`src/rtl/tnn_sched_pkg.sv`:
```
// Shared types and helpers for the TNN neuron scheduler: FSM state encoding,
// default operand geometry and width helpers used by the top, the pipe and the bus.
package tnn_sched_pkg;

    typedef enum logic [1:0] {
        ST_IDLE  = 2'd0,
        ST_RUN   = 2'd1,
        ST_DRAIN = 2'd2,
        ST_HOLD  = 2'd3
    } sched_state_e;

    localparam int IN_W_DEF  = 3;
    localparam int N_OPS_DEF = 6;

    // Width of the packed operand bus (operand a in the LSBs, last operand in the MSBs).
    function automatic int op_bus_w(input int n_ops, input int in_w);
        return n_ops * in_w;
    endfunction

    // Index width able to count 0..n-1; never narrower than one bit.
    function automatic int idx_w(input int n);
        return (n > 1) ? $clog2(n) : 1;
    endfunction

endpackage

```
`src/rtl/tnn_sched_if.sv`:
```
// Scheduler bus: run control, feature-memory read port, neuron core port and
// the downstream result handshake. master = scheduler side, slave = environment.
interface tnn_sched_if #(
    parameter int N_NEURONS = 8,
    parameter int IN_W      = tnn_sched_pkg::IN_W_DEF,
    parameter int N_OPS     = tnn_sched_pkg::N_OPS_DEF,
    parameter int ADDR_W    = 8
);
    import tnn_sched_pkg::*;

    localparam int OP_W = op_bus_w(N_OPS, IN_W);

    // run control
    logic                  start;
    logic                  abort;
    logic [ADDR_W-1:0]     base_addr;
    logic                  busy;
    // feature memory read port
    logic                  mem_rd;
    logic [ADDR_W-1:0]     mem_addr;
    logic [OP_W-1:0]       mem_rdata;
    // neuron core port
    logic [OP_W-1:0]       nrn_operands;
    logic                  nrn_out;
    // downstream result handshake
    logic [N_NEURONS-1:0]  result;
    logic                  result_valid;
    logic                  result_ready;

    modport master (
        input  start, abort, base_addr, mem_rdata, nrn_out, result_ready,
        output busy, mem_rd, mem_addr, nrn_operands, result, result_valid
    );

    modport slave (
        output start, abort, base_addr, mem_rdata, nrn_out, result_ready,
        input  busy, mem_rd, mem_addr, nrn_operands, result, result_valid
    );

endinterface

```
`src/rtl/tnn_sched_pipe.sv`:
```
// Operand pipeline for the scheduler: tracks an issued read, registers the
// returned operand set for the neuron core, then writes the neuron decision into
// the result word at wr_idx. Flush drops anything in flight but keeps result.
module tnn_sched_pipe
    import tnn_sched_pkg::*;
#(
    parameter int N_NEURONS = 8,
    parameter int OP_W      = 18
) (
    input  logic                 clk,
    input  logic                 rst_n,
    input  logic                 clr_i,       // run accepted: zero result and write index
    input  logic                 flush_i,     // cancel: drop in-flight valid bits
    input  logic                 rd_issue_i,  // memory read strobe active this cycle
    input  logic [OP_W-1:0]      rdata_i,     // memory data, one cycle after the strobe
    input  logic                 nrn_out_i,   // neuron decision for operands_o
    output logic [OP_W-1:0]      operands_o,
    output logic [N_NEURONS-1:0] result_o,
    output logic                 last_wr_o    // final operand set is written this cycle
);

    localparam int IDX_W = idx_w(N_NEURONS);
    localparam logic [IDX_W-1:0] LAST_IDX = IDX_W'(N_NEURONS - 1);

    logic                 rd_pend_q, rd_pend_d;
    logic                 op_vld_q,  op_vld_d;
    logic [OP_W-1:0]      op_q,      op_d;
    logic [IDX_W-1:0]     wr_idx_q,  wr_idx_d;
    logic [N_NEURONS-1:0] result_q,  result_d;

    // Next-state of the read-pending, operand and decision-write stages.
    always_comb begin
        rd_pend_d = rd_pend_q;
        op_vld_d  = op_vld_q;
        op_d      = op_q;
        wr_idx_d  = wr_idx_q;
        result_d  = result_q;
        if (flush_i) begin
            rd_pend_d = 1'b0;
            op_vld_d  = 1'b0;
        end else if (clr_i) begin
            rd_pend_d = 1'b0;
            op_vld_d  = 1'b0;
            wr_idx_d  = '0;
            result_d  = '0;
        end else begin
            rd_pend_d = rd_issue_i;
            op_vld_d  = rd_pend_q;
            if (rd_pend_q) begin
                op_d = rdata_i;
            end else begin
                op_d = op_q;
            end
            if (op_vld_q) begin
                result_d[wr_idx_q] = nrn_out_i;
                wr_idx_d           = wr_idx_q + IDX_W'(1);
            end else begin
                wr_idx_d = wr_idx_q;
            end
        end
    end

    // Pipeline registers; the operand register doubles as the neuron input.
    always_ff @(posedge clk or negedge rst_n) begin
        if (!rst_n) begin
            rd_pend_q <= 1'b0;
            op_vld_q  <= 1'b0;
            op_q      <= '0;
            wr_idx_q  <= '0;
            result_q  <= '0;
        end else begin
            rd_pend_q <= rd_pend_d;
            op_vld_q  <= op_vld_d;
            op_q      <= op_d;
            wr_idx_q  <= wr_idx_d;
            result_q  <= result_d;
        end
    end

    // Completion flag for the FSM: the last decision lands at this edge.
    always_comb begin
        if (op_vld_q && !flush_i && !clr_i && (wr_idx_q == LAST_IDX)) begin
            last_wr_o = 1'b1;
        end else begin
            last_wr_o = 1'b0;
        end
    end

    assign operands_o = op_q;
    assign result_o   = result_q;

endmodule

```
`src/rtl/tnn_neuron_scheduler.sv`:
```
// Time-multiplexing sequencer for one TNN neuron core: streams N operand sets
// from feature memory through the neuron, one per cycle, packs the decisions into
// a result word and offers it downstream with valid/ready.
module tnn_neuron_scheduler
    import tnn_sched_pkg::*;
#(
    parameter int N_NEURONS = 8,
    parameter int IN_W      = IN_W_DEF,
    parameter int N_OPS     = N_OPS_DEF,
    parameter int ADDR_W    = 8
) (
    input  logic       clk,
    input  logic       rst_n,
    tnn_sched_if.master bus
);

    localparam int OP_W  = op_bus_w(N_OPS, IN_W);
    localparam int IDX_W = idx_w(N_NEURONS);
    localparam logic [IDX_W-1:0] LAST_IDX = IDX_W'(N_NEURONS - 1);

    sched_state_e         state_q, state_d;
    logic [ADDR_W-1:0]    base_q, base_d;
    logic [IDX_W-1:0]     rd_idx_q, rd_idx_d;
    logic                 mem_rd_q, mem_rd_d;
    logic [ADDR_W-1:0]    mem_addr_q, mem_addr_d;
    logic                 busy_q, busy_d;
    logic                 result_valid_q, result_valid_d;

    logic                 accept_s;
    logic                 flush_s;
    logic                 last_wr_s;
    logic [OP_W-1:0]      operands_s;
    logic [N_NEURONS-1:0] result_s;

    // FSM next state, read sequencing and registered status outputs.
    always_comb begin
        state_d    = state_q;
        base_d     = base_q;
        rd_idx_d   = rd_idx_q;
        mem_rd_d   = 1'b0;
        mem_addr_d = mem_addr_q;
        accept_s   = 1'b0;
        flush_s    = 1'b0;
        if (bus.abort) begin
            state_d = ST_IDLE;
            flush_s = 1'b1;
        end else begin
            case (state_q)
                ST_IDLE: begin
                    if (bus.start) begin
                        accept_s   = 1'b1;
                        base_d     = bus.base_addr;
                        rd_idx_d   = '0;
                        mem_rd_d   = 1'b1;
                        mem_addr_d = bus.base_addr;
                        state_d    = ST_RUN;
                    end else begin
                        state_d = ST_IDLE;
                    end
                end
                ST_RUN: begin
                    if (rd_idx_q == LAST_IDX) begin
                        mem_rd_d = 1'b0;
                        state_d  = ST_DRAIN;
                    end else begin
                        rd_idx_d   = rd_idx_q + IDX_W'(1);
                        mem_rd_d   = 1'b1;
                        // Address wraps modulo 2^ADDR_W by construction.
                        mem_addr_d = base_q + ADDR_W'(rd_idx_q + IDX_W'(1));
                        state_d    = ST_RUN;
                    end
                end
                ST_DRAIN: begin
                    if (last_wr_s) begin
                        state_d = ST_HOLD;
                    end else begin
                        state_d = ST_DRAIN;
                    end
                end
                ST_HOLD: begin
                    // start is deliberately ignored here, even alongside ready.
                    if (result_valid_q && bus.result_ready) begin
                        state_d = ST_IDLE;
                    end else begin
                        state_d = ST_HOLD;
                    end
                end
                default: begin
                    state_d = ST_IDLE;
                end
            endcase
        end
        busy_d         = (state_d != ST_IDLE);
        result_valid_d = (state_d == ST_HOLD);
    end

    // State and output registers; outputs return to zero asynchronously on reset.
    always_ff @(posedge clk or negedge rst_n) begin
        if (!rst_n) begin
            state_q        <= ST_IDLE;
            base_q         <= '0;
            rd_idx_q       <= '0;
            mem_rd_q       <= 1'b0;
            mem_addr_q     <= '0;
            busy_q         <= 1'b0;
            result_valid_q <= 1'b0;
        end else begin
            state_q        <= state_d;
            base_q         <= base_d;
            rd_idx_q       <= rd_idx_d;
            mem_rd_q       <= mem_rd_d;
            mem_addr_q     <= mem_addr_d;
            busy_q         <= busy_d;
            result_valid_q <= result_valid_d;
        end
    end

    tnn_sched_pipe #(
        .N_NEURONS (N_NEURONS),
        .OP_W      (OP_W)
    ) u_pipe (
        .clk        (clk),
        .rst_n      (rst_n),
        .clr_i      (accept_s),
        .flush_i    (flush_s),
        .rd_issue_i (mem_rd_q),
        .rdata_i    (bus.mem_rdata),
        .nrn_out_i  (bus.nrn_out),
        .operands_o (operands_s),
        .result_o   (result_s),
        .last_wr_o  (last_wr_s)
    );

    assign bus.mem_rd       = mem_rd_q;
    assign bus.mem_addr     = mem_addr_q;
    assign bus.busy         = busy_q;
    assign bus.result_valid = result_valid_q;
    assign bus.nrn_operands = operands_s;
    assign bus.result       = result_s;

endmodule

```
`src/flat_wrapper.sv`:
```
// flat-port wrapper written by rule: the top's interface ports become plain ports
module tnn_neuron_scheduler_flat import tnn_sched_pkg::*;
#(
    parameter int N_NEURONS = 8,
    parameter int IN_W      = IN_W_DEF,
    parameter int N_OPS     = N_OPS_DEF,
    parameter int ADDR_W    = 8
)
  (clk, rst_n, bus_start, bus_abort, bus_base_addr, bus_mem_rdata, bus_nrn_out, bus_result_ready, bus_busy, bus_mem_rd, bus_mem_addr, bus_nrn_operands, bus_result, bus_result_valid);
  tnn_sched_if #(.N_NEURONS(N_NEURONS), .IN_W(IN_W), .N_OPS(N_OPS), .ADDR_W(ADDR_W)) bus_i ();
  input  logic clk;
  input  logic rst_n;
  input wire logic [$bits(bus_i.start)-1:0] bus_start;
  input wire logic [$bits(bus_i.abort)-1:0] bus_abort;
  input wire logic [$bits(bus_i.base_addr)-1:0] bus_base_addr;
  input wire logic [$bits(bus_i.mem_rdata)-1:0] bus_mem_rdata;
  input wire logic [$bits(bus_i.nrn_out)-1:0] bus_nrn_out;
  input wire logic [$bits(bus_i.result_ready)-1:0] bus_result_ready;
  output wire logic [$bits(bus_i.busy)-1:0] bus_busy;
  output wire logic [$bits(bus_i.mem_rd)-1:0] bus_mem_rd;
  output wire logic [$bits(bus_i.mem_addr)-1:0] bus_mem_addr;
  output wire logic [$bits(bus_i.nrn_operands)-1:0] bus_nrn_operands;
  output wire logic [$bits(bus_i.result)-1:0] bus_result;
  output wire logic [$bits(bus_i.result_valid)-1:0] bus_result_valid;
  assign bus_i.start = bus_start;
  assign bus_i.abort = bus_abort;
  assign bus_i.base_addr = bus_base_addr;
  assign bus_i.mem_rdata = bus_mem_rdata;
  assign bus_i.nrn_out = bus_nrn_out;
  assign bus_i.result_ready = bus_result_ready;
  assign bus_busy = bus_i.busy;
  assign bus_mem_rd = bus_i.mem_rd;
  assign bus_mem_addr = bus_i.mem_addr;
  assign bus_nrn_operands = bus_i.nrn_operands;
  assign bus_result = bus_i.result;
  assign bus_result_valid = bus_i.result_valid;
  tnn_neuron_scheduler #(.N_NEURONS(N_NEURONS), .IN_W(IN_W), .N_OPS(N_OPS), .ADDR_W(ADDR_W)) u_core (.clk(clk), .rst_n(rst_n), .bus(bus_i));
endmodule
```
`config.mk`:
```
export PLATFORM = sky130hd
export DESIGN_NAME = tnn_neuron_scheduler_flat
export DESIGN_NICKNAME = d
export VERILOG_FILES = /design/src/rtl/tnn_sched_pkg.sv /design/src/rtl/tnn_sched_if.sv /design/src/rtl/tnn_sched_pipe.sv /design/src/rtl/tnn_neuron_scheduler.sv /design/src/flat_wrapper.sv
export SDC_FILE = /design/constraint.sdc
export NUM_CORES = 1
export LEC_CHECK = 0
export ABC_AREA = 1
export BUFFER_PORTS_ARGS = -buffer_cell sky130_fd_sc_hd__buf_2
export CAP_MARGIN = 0
export CORE_MARGIN = 10
export CORE_UTILIZATION = 42
export CTS_BUF_LIST = sky130_fd_sc_hd__clkbuf_4
export CTS_CLUSTER_SIZE = 40
export DETAILED_ROUTE_END_ITERATION = 6
export PLACE_DENSITY = 0.66
export SYNTH_ARGS = -nofsm -noshare
export SYNTH_HDL_FRONTEND = slang
export SYNTH_HIERARCHICAL = 1
export SYNTH_SLANG_ARGS = --single-unit
export TNS_END_PERCENT = 20
```
`constraint.sdc`:
```
create_clock -name clk -period 1.7 [get_ports clk]
set_input_delay 0.085 -clock clk [delete_from_list [all_inputs] [get_ports clk]]
set_output_delay 0.085 -clock clk [all_outputs]
set_load 0.02 [all_outputs]
```
==> impl_results.md <==
* Clock root buffer: clkbuf_4
* Pins over their slew limit at 0
* Vias/cell at 4.66
* Leakage at 2.02 nW
* DR WL/cell at 12.8 µm
* Yosys warns at 6
* Worst Path Required at 2.02 ns
* Initial antenna violation count at 0
* Worst Max-Slew Pin Slew at 0.459 ns
* IO Port Bufs at 68
* Critical Path Fanout Max at 8
* Syn nets at 381
* Final WL at 6700 µm
* GRT Total Usage at 13.6%
* Setup CP Type: reg -> reg
* I/O pins at 69
* Main flop type after synthesis: dfrtp_1
* Vias at 2444
* Reg2Reg Depth at 10
* Total grt overflow at 0
* Min Tclk post-route at 1.63 ns
* Net Sw Power at 1.40 mW
* EDFF count, synth at 0
* Layout cells sized above 1 at 25.9%
* Initial core utilization at 43.0%
* Vias in the first global route at 2432
* Clock power share at 16.8%
* Largest net degree at the start of global routing at 38
* Synthesized instance count at 341
* Post-synthesis cell area at 2720 µm²
* Pre-antenna DRT Iters at 4
* DIE WIDTH at 100 µm
* Leading area contributor after synthesis: dfrtp_1
* Result of the run: completed
* Dpl cell area at 3160 µm²
* Count of cell types in the netlist at 24
* Cell Int Power at 2.25 mW
* Clock Pin Slew Worst Setup and Hold Paths at 0.18 ns
* Maximum vdd drop at 0.000561 V
* Final nets at 487
* Avg Inst Size Synth at 7.97 µm²
* Most frequent cells in the layout: nand2_1, buf_2, dfrtp_1
* Critical R2R Capture: u_core/bus.mem_addr[5]$_DFFE_PN0P_
* Final hold violations at 0
* Clock Latency Late Sink at 0.39 ns
* Area grow syn2layout at 32.0%
* Pwr dens at 1020 nW/µm²
* Final HPWL DP at 4710 µm
* Reg2Reg Setup Slack at 0.07 ns
* Max Cap Violations at 0
* Startpoint types: flop
* Bufs on Longest Clock Path at 2
* Antenna Violating Nets Remaining at 0
* Dominant cells by area after synthesis: dfrtp_1, nand2_1, nand3_1
* Flop pwr share at 47.5%
* Sw frac at 38.4%
* Reg2reg start: u_core/rd_idx_q[0]$_DFFE_PN0P_
* Register area share after synthesis at 50.6%
* Final critical-path share of the clock period at 95.9%
* CTS tree: yes
* Commonest non-fill, non-tap cell in the layout: nand2_1
* Core ar. at 6310 µm²
* Hold Crit Start: bus_nrn_out
* Count of final setup violators at 0
* Share of the synthesized area in the top cell type at 50.6%
* Setup crit end: u_core/bus.mem_addr[5]$_DFFE_PN0P_
* Comb pwr share at 35.8%
* Worst EP arrival at 1.95 ns
* Die Y-Extent at 100 µm
* Total power draw at 3.66 mW
* GP Congestion at 0.840
* Clk_skew at 0.0219 ns
* DRC at 0
* Async set-or-reset flop fraction in the synthesized netlist at 100%
* Clock sink total at 55
* H-tree Lvls at 2
* # rows at 29
* Hold WC Path Type: in -> reg
* Max Freq at 614 MHz
* CTS buffer count at 5
* Initial DRC Count at 98
* Yosys reg bits at 55
* Design Area, Final at 3590 µm²
* Critical Path Sink Type: flop
* Rel. slew slack at 69.4%
* Die ar. at 10100 µm²
* CP Launch Point: u_core/rd_idx_q[0]$_DFFE_PN0P_
* First-pass GRT wire length at 11500 µm
* N_diodes at 0
[through the flow]
step	setup WS (ns)	utilization (%)	std cells	TNS, ns	hold slack [ns]
after CTS	0.00356	55.4	522	0	0.0515
after floorplan	0.116	-	341	0	-0.211
after detailed placement	0.0221	50.0	486	0	0.0704
after global routing	-0.0238	56.8	525	-0.0375	0.0782
after global placement	0.0949	50.0	486	0	0.0617
final	0.0700	56.8	525	0	0.0654
[power groups by stage]
stage,sequential (mW),clock [mW],combinational [mW]
after global routing,1.77,0.684,1.47
after global placement,1.75,0,1.18
after floorplan,2.00,0,0.516
after CTS,1.73,0.637,1.26
after detailed placement,1.75,0,1.21
final,1.73,0.614,1.31
[layout make-up]
cell class | count | area [µm²]
Fill cell | 595 | 2730
Sequential cell | 55 | 1380
Multi-Input combinational cell | 244 | 1200
Timing Repair Buffer | 105 | 708
Inverter | 36 | 141
Tap cell | 77 | 96.3
Clock buffer | 6 | 45.0
Clock inverter | 2 | 17.5
[how the worst min path moves through the flow]
stage / endpoint / slack, ns / depth (start not counted)
3_5_place_dp: u_core/base_q[5]$_DFFE_PN0P_ / 0.07 / 1
5_1_grt: u_core/u_pipe/result_o[6]$_DFFE_PN0P_ / 0.08 / 5
6_report: u_core/u_pipe/result_o[6]$_DFFE_PN0P_ / 0.07 / 5
3_3_place_gp: u_core/base_q[5]$_DFFE_PN0P_ / 0.06 / 1
4_1_cts: u_core/u_pipe/result_o[6]$_DFFE_PN0P_ / 0.05 / 5
2_1_floorplan: u_core/base_q[0]$_DFFE_PN0P_ / -0.21 / 0
[cells in the mapped netlist, types with 2 or more instances]
| master | instances |
|---|---|
| nand2_1 | 153 |
| o21ai_2 | 4 |
| o21ai_1 | 3 |
| inv_1 | 29 |
| inv_2 | 4 |
| dfrtp_1 | 55 |
| nand2_4 | 2 |
| nand3_1 | 23 |
| a21oi_1 | 2 |
| nand2_2 | 3 |
| o21ai_0 | 18 |
| ha_1 | 7 |
| nor2_1 | 21 |
| buf_4 | 4 |
| nor2_4 | 4 |
[registers in the layout, summed over array words and instances, names as in the netlist]
signal	count
u_core/base_q	8
u_core/bus.busy	1
u_core/bus.mem_addr	8
u_core/bus.mem_rd	1
u_core/bus.result_valid	1
u_core/rd_idx_q	3
u_core/state_q	2
u_core/u_pipe/op_vld_q	1
u_core/u_pipe/operands_o	18
u_core/u_pipe/rd_pend_q	1
u_core/u_pipe/result_o	8
u_core/u_pipe/wr_idx_q	3
[logic make-up after synthesis]
family	count (synthesis)	synth area share, %
compound gates	28	6.12
fa+ha+maj	8	3.96
flops	55	50.6
buf+inv	42	7.27
xor+xnor	1	0.322
simple gates	207	31.7
[repair_timing]
action	CTS	global route
hold buffers	28	0
setup buffers	0	3
endpoints found under the setup margin	0	4
resized for setup	0	16
endpoints found under the hold margin	46	0
[critical path, cell delays in order, from the launching register on]
cell	delay, ns
dfrtp_1	0.41
buf_4	0.13
buf_4	0.14
ha_4	0.16
ha_4	0.16
nor2_4	0.14
a21oi_4	0.09
buf_6	0.14
nor2_2	0.08
nand2_1	0.06
nand2_1	0.07
[routing by layer]
layer	GRT usage, %	share of wire (%)	vias to the layer above
li1	-	-	1261
met1	17.0	45	1117
met2	21.8	49	60
met3	4.19	5.8	6
met4	4.13	0.85	0
met5	0	0	-
No activity file was read; power rests on OpenSTA's default activity.
